--- config.mk ---
export PLATFORM = sky130hd
export DESIGN_NAME = kf_loop_sequencer_flat
export DESIGN_NICKNAME = d
export VERILOG_FILES = /design/src/rtl/kf_loop_sequencer_pkg.sv /design/src/rtl/kf_loop_sequencer_if.sv /design/src/rtl/kf_prog_ram.sv /design/src/rtl/kf_loop_sequencer.sv /design/src/flat_wrapper.sv
export SDC_FILE = /design/constraint.sdc
export NUM_CORES = 2
export LEC_CHECK = 0
export BUFFER_PORTS_ARGS = -buffer_cell sky130_fd_sc_hd__clkbuf_2
export CORE_AREA = 2 2 640 642
export DETAILED_ROUTE_END_ITERATION = 8
export DIE_AREA = 0 0 642 644
export MAX_ROUTING_LAYER = met4
export PLACE_DENSITY = 0.52
export RECOVER_POWER = 100
export SETUP_SLACK_MARGIN = 0.1
export SLEW_MARGIN = 20
export SYNTH_ARGS = -nofsm -noshare
export SYNTH_HDL_FRONTEND = slang
export SYNTH_SLANG_ARGS = --single-unit
--- constraint.sdc ---
create_clock -name clk -period 6.28 [get_ports clk]
set_input_delay 0.314 -clock clk [delete_from_list [all_inputs] [get_ports clk]]
set_output_delay 0.314 -clock clk [all_outputs]
set_load 0.01 [all_outputs]
--- src/rtl/kf_loop_sequencer_pkg.sv ---
// Shared opcodes, FSM states and instruction field offsets
// for the Kalman filter loop sequencer.
package kf_loop_sequencer_pkg;

    typedef enum logic [1:0] {
        OP_NEXT = 2'b00,
        OP_WAIT = 2'b01,
        OP_LOOP = 2'b10,
        OP_HALT = 2'b11
    } op_e;

    typedef enum logic [1:0] {
        IDLE  = 2'b00,
        FETCH = 2'b01,
        EXEC  = 2'b10,
        WAIT  = 2'b11
    } state_e;

    // Word layout, LSB first: F, E, D[1:0], C[1:0], B, A
    localparam int F_BIT = 0;
    localparam int E_BIT = 1;
    localparam int D_LSB = 2;
    localparam int C_LSB = 4;
    localparam int B_LSB = 6;

    function automatic int a_lsb(input int addrw);
        return B_LSB + addrw;
    endfunction

endpackage

--- src/rtl/kf_loop_sequencer_if.sv ---
// Control-field bus towards routers/bank/AU plus the
// program-load port of the sequencer.
interface kf_loop_sequencer_if #(
    parameter int ADDRW = 5,
    parameter int PC_W  = 8
);
    localparam int IW = 2 * ADDRW + 6;

    logic             ctl_valid;
    logic [ADDRW-1:0] ctl_a;
    logic [ADDRW-1:0] ctl_b;
    logic [1:0]       ctl_c;
    logic [1:0]       ctl_d;
    logic             ctl_e;
    logic             ctl_f;

    logic             rom_we;
    logic [PC_W-1:0]  rom_waddr;
    logic [IW-1:0]    rom_wdata;

    modport master (
        output ctl_valid, ctl_a, ctl_b, ctl_c,
        output ctl_d, ctl_e, ctl_f,
        input  rom_we, rom_waddr, rom_wdata
    );

    modport slave (
        input  ctl_valid, ctl_a, ctl_b, ctl_c,
        input  ctl_d, ctl_e, ctl_f,
        output rom_we, rom_waddr, rom_wdata
    );

endinterface

--- src/rtl/kf_prog_ram.sv ---
// Program store: one write port, one registered read port.
// Contents survive reset.
module kf_prog_ram #(
    parameter int AW = 8,
    parameter int DW = 16
) (
    input  logic          clk,
    input  logic          we,
    input  logic [AW-1:0] waddr,
    input  logic [DW-1:0] wdata,
    input  logic [AW-1:0] raddr,
    output logic [DW-1:0] rdata
);

    logic [DW-1:0] mem [2**AW];

    always_ff @(posedge clk) begin
        if (we) begin
            mem[waddr] <= wdata;
        end
        rdata <= mem[raddr];
    end

endmodule

--- src/rtl/kf_loop_sequencer.sv ---
// Program sequencer: PC, iteration counter, counted back-branch,
// AU wait, halt/abort and PC-overflow error.
module kf_loop_sequencer
    import kf_loop_sequencer_pkg::*;
#(
    parameter int ADDRW = 5,
    parameter int PC_W  = 8,
    parameter int CNT_W = 16
) (
    input  logic             clk,
    input  logic             rst,
    input  logic             start,
    input  logic             abort,
    input  logic [CNT_W-1:0] iter_count,
    input  logic             au_done,
    output logic             ready,
    output logic             busy,
    output logic             done,
    output logic             err,
    output logic [CNT_W-1:0] iter_left,
    output logic [PC_W-1:0]  pc_dbg,
    kf_loop_sequencer_if.master bus
);

    localparam int IW = 2 * ADDRW + 6;
    localparam int AL = a_lsb(ADDRW);

    state_e           state_q, state_d;
    logic [PC_W-1:0]  pc_q, pc_d;
    logic [CNT_W-1:0] iter_q, iter_d;
    logic             err_q, err_d;
    logic             done_q, done_d;
    logic             cv_q, cv_d;
    logic [IW-1:0]    word_q, word_d;

    logic [IW-1:0]    rdata;
    logic             ram_we;
    logic [PC_W-1:0]  pc_inc;
    logic [PC_W-1:0]  tgt;
    logic             last;
    op_e              op;

    // Read address follows pc_d so the word is ready in FETCH
    // and can be captured into the output register at EXEC.
    assign ram_we = bus.rom_we && (state_q == IDLE);

    kf_prog_ram #(
        .AW (PC_W),
        .DW (IW)
    ) u_ram (
        .clk   (clk),
        .we    (ram_we),
        .waddr (bus.rom_waddr),
        .wdata (bus.rom_wdata),
        .raddr (pc_d),
        .rdata (rdata)
    );

    assign pc_inc = pc_q + 1'b1;
    assign last   = (pc_q == {PC_W{1'b1}});
    assign tgt    = word_q[B_LSB +: PC_W];
    assign op     = op_e'(word_q[C_LSB +: 2]);

    always_comb begin
        state_d = state_q;
        pc_d    = pc_q;
        iter_d  = iter_q;
        err_d   = err_q;
        done_d  = 1'b0;
        cv_d    = 1'b0;
        word_d  = '0;
        unique case (state_q)
            IDLE: begin
                if (start && !bus.rom_we && !abort) begin
                    state_d = FETCH;
                    pc_d    = '0;
                    err_d   = 1'b0;
                    iter_d  = (iter_count == '0) ?
                              CNT_W'(1) : iter_count;
                end
            end
            FETCH: begin
                if (abort) begin
                    state_d = IDLE;
                end else begin
                    state_d = EXEC;
                    cv_d    = 1'b1;
                    word_d  = rdata;
                end
            end
            EXEC: begin
                if (abort) begin
                    state_d = IDLE;
                end else if (op == OP_HALT) begin
                    state_d = IDLE;
                    done_d  = 1'b1;
                end else if (op == OP_LOOP && iter_q > CNT_W'(1)) begin
                    state_d = FETCH;
                    iter_d  = iter_q - 1'b1;
                    pc_d    = tgt;
                end else begin
                    if (op == OP_LOOP) begin
                        iter_d = '0;
                    end
                    if (last) begin
                        state_d = IDLE;
                        err_d   = 1'b1;
                    end else begin
                        pc_d    = pc_inc;
                        state_d = (op == OP_WAIT) ? WAIT : FETCH;
                    end
                end
            end
            WAIT: begin
                if (abort) begin
                    state_d = IDLE;
                end else if (au_done) begin
                    state_d = FETCH;
                end
            end
            default: state_d = IDLE;
        endcase
    end

    always_ff @(posedge clk or posedge rst) begin
        if (rst) begin
            state_q <= IDLE;
            pc_q    <= '0;
            iter_q  <= '0;
            err_q   <= 1'b0;
            done_q  <= 1'b0;
            cv_q    <= 1'b0;
            word_q  <= '0;
        end else begin
            state_q <= state_d;
            pc_q    <= pc_d;
            iter_q  <= iter_d;
            err_q   <= err_d;
            done_q  <= done_d;
            cv_q    <= cv_d;
            word_q  <= word_d;
        end
    end

    assign ready     = (state_q == IDLE);
    assign busy      = !ready;
    assign done      = done_q;
    assign err       = err_q;
    assign iter_left = iter_q;
    assign pc_dbg    = pc_q;

    assign bus.ctl_valid = cv_q;
    assign bus.ctl_f     = word_q[F_BIT];
    assign bus.ctl_e     = word_q[E_BIT];
    assign bus.ctl_d     = word_q[D_LSB +: 2];
    assign bus.ctl_c     = word_q[C_LSB +: 2];
    assign bus.ctl_b     = word_q[B_LSB +: ADDRW];
    assign bus.ctl_a     = word_q[AL +: ADDRW];

endmodule

--- src/flat_wrapper.sv ---
// flat-port wrapper written by rule: the top's interface ports become plain ports
module kf_loop_sequencer_flat import kf_loop_sequencer_pkg::*;
#(
    parameter int ADDRW = 5,
    parameter int PC_W  = 8,
    parameter int CNT_W = 16
)
  (clk, rst, start, abort, iter_count, au_done, ready, busy, done, err, iter_left, pc_dbg, bus_ctl_valid, bus_ctl_a, bus_ctl_b, bus_ctl_c, bus_ctl_d, bus_ctl_e, bus_ctl_f, bus_rom_we, bus_rom_waddr, bus_rom_wdata);
  kf_loop_sequencer_if #(.ADDRW(ADDRW), .PC_W(PC_W)) bus_i ();
  input  logic clk;
  input  logic rst;
  input  logic start;
  input  logic abort;
  input  logic [CNT_W-1:0] iter_count;
  input  logic au_done;
  output logic ready;
  output logic busy;
  output logic done;
  output logic err;
  output logic [CNT_W-1:0] iter_left;
  output logic [PC_W-1:0] pc_dbg;
  output wire logic [$bits(bus_i.ctl_valid)-1:0] bus_ctl_valid;
  output wire logic [$bits(bus_i.ctl_a)-1:0] bus_ctl_a;
  output wire logic [$bits(bus_i.ctl_b)-1:0] bus_ctl_b;
  output wire logic [$bits(bus_i.ctl_c)-1:0] bus_ctl_c;
  output wire logic [$bits(bus_i.ctl_d)-1:0] bus_ctl_d;
  output wire logic [$bits(bus_i.ctl_e)-1:0] bus_ctl_e;
  output wire logic [$bits(bus_i.ctl_f)-1:0] bus_ctl_f;
  input wire logic [$bits(bus_i.rom_we)-1:0] bus_rom_we;
  input wire logic [$bits(bus_i.rom_waddr)-1:0] bus_rom_waddr;
  input wire logic [$bits(bus_i.rom_wdata)-1:0] bus_rom_wdata;
  assign bus_ctl_valid = bus_i.ctl_valid;
  assign bus_ctl_a = bus_i.ctl_a;
  assign bus_ctl_b = bus_i.ctl_b;
  assign bus_ctl_c = bus_i.ctl_c;
  assign bus_ctl_d = bus_i.ctl_d;
  assign bus_ctl_e = bus_i.ctl_e;
  assign bus_ctl_f = bus_i.ctl_f;
  assign bus_i.rom_we = bus_rom_we;
  assign bus_i.rom_waddr = bus_rom_waddr;
  assign bus_i.rom_wdata = bus_rom_wdata;
  kf_loop_sequencer #(.ADDRW(ADDRW), .PC_W(PC_W), .CNT_W(CNT_W)) u_core (.clk(clk), .rst(rst), .start(start), .abort(abort), .iter_count(iter_count), .au_done(au_done), .ready(ready), .busy(busy), .done(done), .err(err), .iter_left(iter_left), .pc_dbg(pc_dbg), .bus(bus_i));
endmodule
==> impl_metrics.ini <==
[run]
drv_cap = 89

[clocking]
cts_tree = yes
ctsRootBufferMaster = clkbuf_16
clk_pin_slew_worst_paths_ns = 0.06
clock-sinks = 4157
cts_made_buffers = 430
htree_levels = 5
clock_latency_ns = 1.02
cts_buffer_depth = 4

[sta]
hold_viol = 0
rsz0062_at_grt = no
max_freq_mhz = 155
slew_viol_final = 3049
post-route-min-period_ns = 6.47
holdWs_ns = 0.158
fin_crit_sh_pct = 103
relSlewSlack_pct = -339
finalSetupViolCount = 62
worst_slack_ns = -0.189
finClkSkew_ns = 0.0702
tns_ns = -3.67
worstMarginPinSlew_ns = 6.59

[yosys]
ys_seq_elements = 4157
syn_avg_cell_area_um2 = 17.4
netlist_top_cells_count = 4,096 x edfxtp_1, 1,575 x nand2_1, 601 x mux4_2
yosysTopAreaCell = edfxtp_1
ys_seq_area_share_pct = 76.9
synthFlopType = edfxtp_1
synth_area_leaders = edfxtp_1 76%, mux4_2 8.4%, nand2_1 3.7%
postSynth.asyncResetShare_pct = 1.08
synth_area_mm2 = 0.162
yosysMostFrequentCell = edfxtp_1
synth_cell_type_count = 74
netlist.area_leader.share_pct = 76.0
synth_warnings = 0
netlist_instances = 9319
synth_edf_count = 4096
syn-num-nets = 9368

[final_layout]
area_growth_pct = 14.7
fin_nets = 9939
drive_above_1_share_pct = 17.7
final_cells = 15763
utilization_pct = 45.6
finalInstanceArea_mm2 = 0.186

[grt]
grt_pass1_vias = 90358
antenna_found_initial = 41
grt_usage_pct = 27.1
grt_pass1_wl_mm = 762
grt_overflow_total = 0
grt_max_degree = 165

[place]
finalWeightedCongestion = 0.950
dpl.cell_count = 14864
dp_hpwl_mm = 349
port-buffer-count = 90
post_dp_cell_area_mm2 = 0.173

[worst_setup_path]
crit_fanout = 15
timing_worst_setup_path_type = reg2reg
end_kind = flop
start_kind = flop
reg2reg_depth = 8
required_ns = 6.92
arrival_ns = 7.11

[die]
ios = 91
start_util_pct = 39.7
coreArea_mm2 = 0.408
die_y_um = 644
dieArea_mm2 = 0.413
std_cell_rows = 235
dieWidth_um = 642

[routing]
drt_iter0_drc = 14099
wirelength_mm = 559
viasPerCell = 6.05
antenna_left = 0
wl_per_cell_um = 35.5
drt_pre_antenna_iters = 6
remaining_drc_errors = 0
via_count = 95403

[pwr]
p_leak_nw = 59.4
p_clk_share_pct = 39.3
switchingPower_mw = 15.9
ir_drop_mv = 0.246
p_per_area_mw_per_mm2 = 342
switching_share_pct = 25.1
seqPwrFrac_pct = 48.5
p_int_mw = 47.6
p_comb_share_pct = 12.2

[worst_hold_path]
hold_path_depth = 3
hold_path_class = in2reg

[run_status]
violations = max-capacitance violations, max-slew violations, negative setup slack
status = complete, but fails checks
## final cells by class
type	count	area (um^2)
multi-input cells	4532	35000
well taps	5451	6820
clock inverters	259	2250
flip-flops and latches	4157	124000
fillers	35403	222000
inverters	20	98.8
repair buffers	749	5560
clock buffers	534	11300
diodes	61	153
## metal layers
layer | up-vias | routed length [um] | track usage [%]
met5 | - | 0 | -
met4 | 0 | 29800 | 11.7
met3 | 1091 | 51300 | 4.67
met2 | 5280 | 258000 | 41.3
met1 | 50616 | 220000 | 36.1
li1 | 38416 | - | -
## stage by stage
stage	worst slack [ns]	power [mW]
after floorplan	2.44	36.1
after global placement	-1.16	39.0
after detailed placement	0.279	39.1
after CTS	0.262	63.8
after global routing	0.111	65.3
final	-0.189	63.5
## state kept, by name, indices dropped and copies added (netlist names)
register / cells
u_core.bus.ctl_valid: 1
u_core.done: 1
u_core.err: 1
u_core.iter_left: 16
u_core.pc_dbg: 8
u_core.state_q: 2
u_core.u_ram.mem: 4096
u_core.u_ram.rdata: 16
u_core.word_q: 16
## layout by cell type, fill, tap and decap left out, drive strengths merged, types with 6 or more instances in the layout
cell type,netlist,routed
edfxtp,4096,4096
nand2,1575,1575
clkbuf,262,878
mux4,601,601
nand3,573,573
buf,348,358
nor2,307,307
clkinv,1,202
and3,200,200
a311oi,196,196
a22oi,146,146
a31oi,124,124
nand4,121,121
mux2i,115,115
a32oi,102,102
a21oi,88,88
nor4,64,64
diode,0,61
a211oi,55,55
o21ai,55,55
dfrtp,45,45
dlygate4sd3,0,44
nor3,33,33
bufinv,0,32
inv,19,30
and2,23,23
o2111ai,16,16
dfxtp,16,16
clkinvlp,0,15
a2111oi,13,13
o211ai,12,12
a22o,11,11
nor2b,9,9
or4,9,9
nand4b,7,7
a41oi,6,6
o22ai,6,6
a32o,6,6
a221oi,6,6
## critical path: stages (launching register included)
cell,delay (ns)
dfrtp_1,0.49
nor2_1,0.37
and2_0,0.93
clkbuf_1,0.67
nand3_1,1.38
clkbuf_1,0.66
clkbuf_1,0.39
nor2_1,0.60
clkbuf_2,0.54
## repair_timing
item | CTS | global route
endpoints found under the setup margin | 0 | 2
hold endpoints to repair | 1080 | 0
buffers inserted | 0 | 0
hold buffers | 44 | 0
gates resized for setup | 0 | 2
## power groups by stage
stage / combinational, mW / clock [mW] / sequential (mW)
after detailed placement: 7.77 / 0 / 31.3
final: 7.73 / 24.9 / 30.8
after global routing: 8.21 / 26.3 / 30.8
after global placement: 7.68 / 0 / 31.3
after CTS: 7.81 / 25.2 / 30.7
after floorplan: 4.85 / 0 / 31.2
## worst paths after layout
| kind | from | to | slack [ns] |
|---|---|---|---|
| worst min register to register | u_core.iter_left[15] | u_core.iter_left[15] | 0.56 |
| max in group asynchronous | rst | u_core.word_q[9] | 4.72 |
| worst min-delay path | abort | u_core.done | 0.16 |
| min in group asynchronous | rst | u_core.word_q[0] | 0.47 |
| worst max-delay path | u_core.state_q[1] | u_core.u_ram.mem[105][9] | -0.19 |
| worst max register to register | u_core.state_q[1] | u_core.u_ram.mem[105][9] | -0.19 |
## kinds of logic (layout without fill, tap and decap cells)
kind of cell	after synthesis	in the layout	share of synthesized area, %
simple gates	2939	2939	8.06
mux	720	720	9.10
buf+inv	630	1562	1.90
fa+ha+maj	3	3	0.0232
compound gates	870	870	4.03
other cells	0	61	0
flops	4157	4157	76.9
No activity file was read; power rests on OpenSTA's default activity.
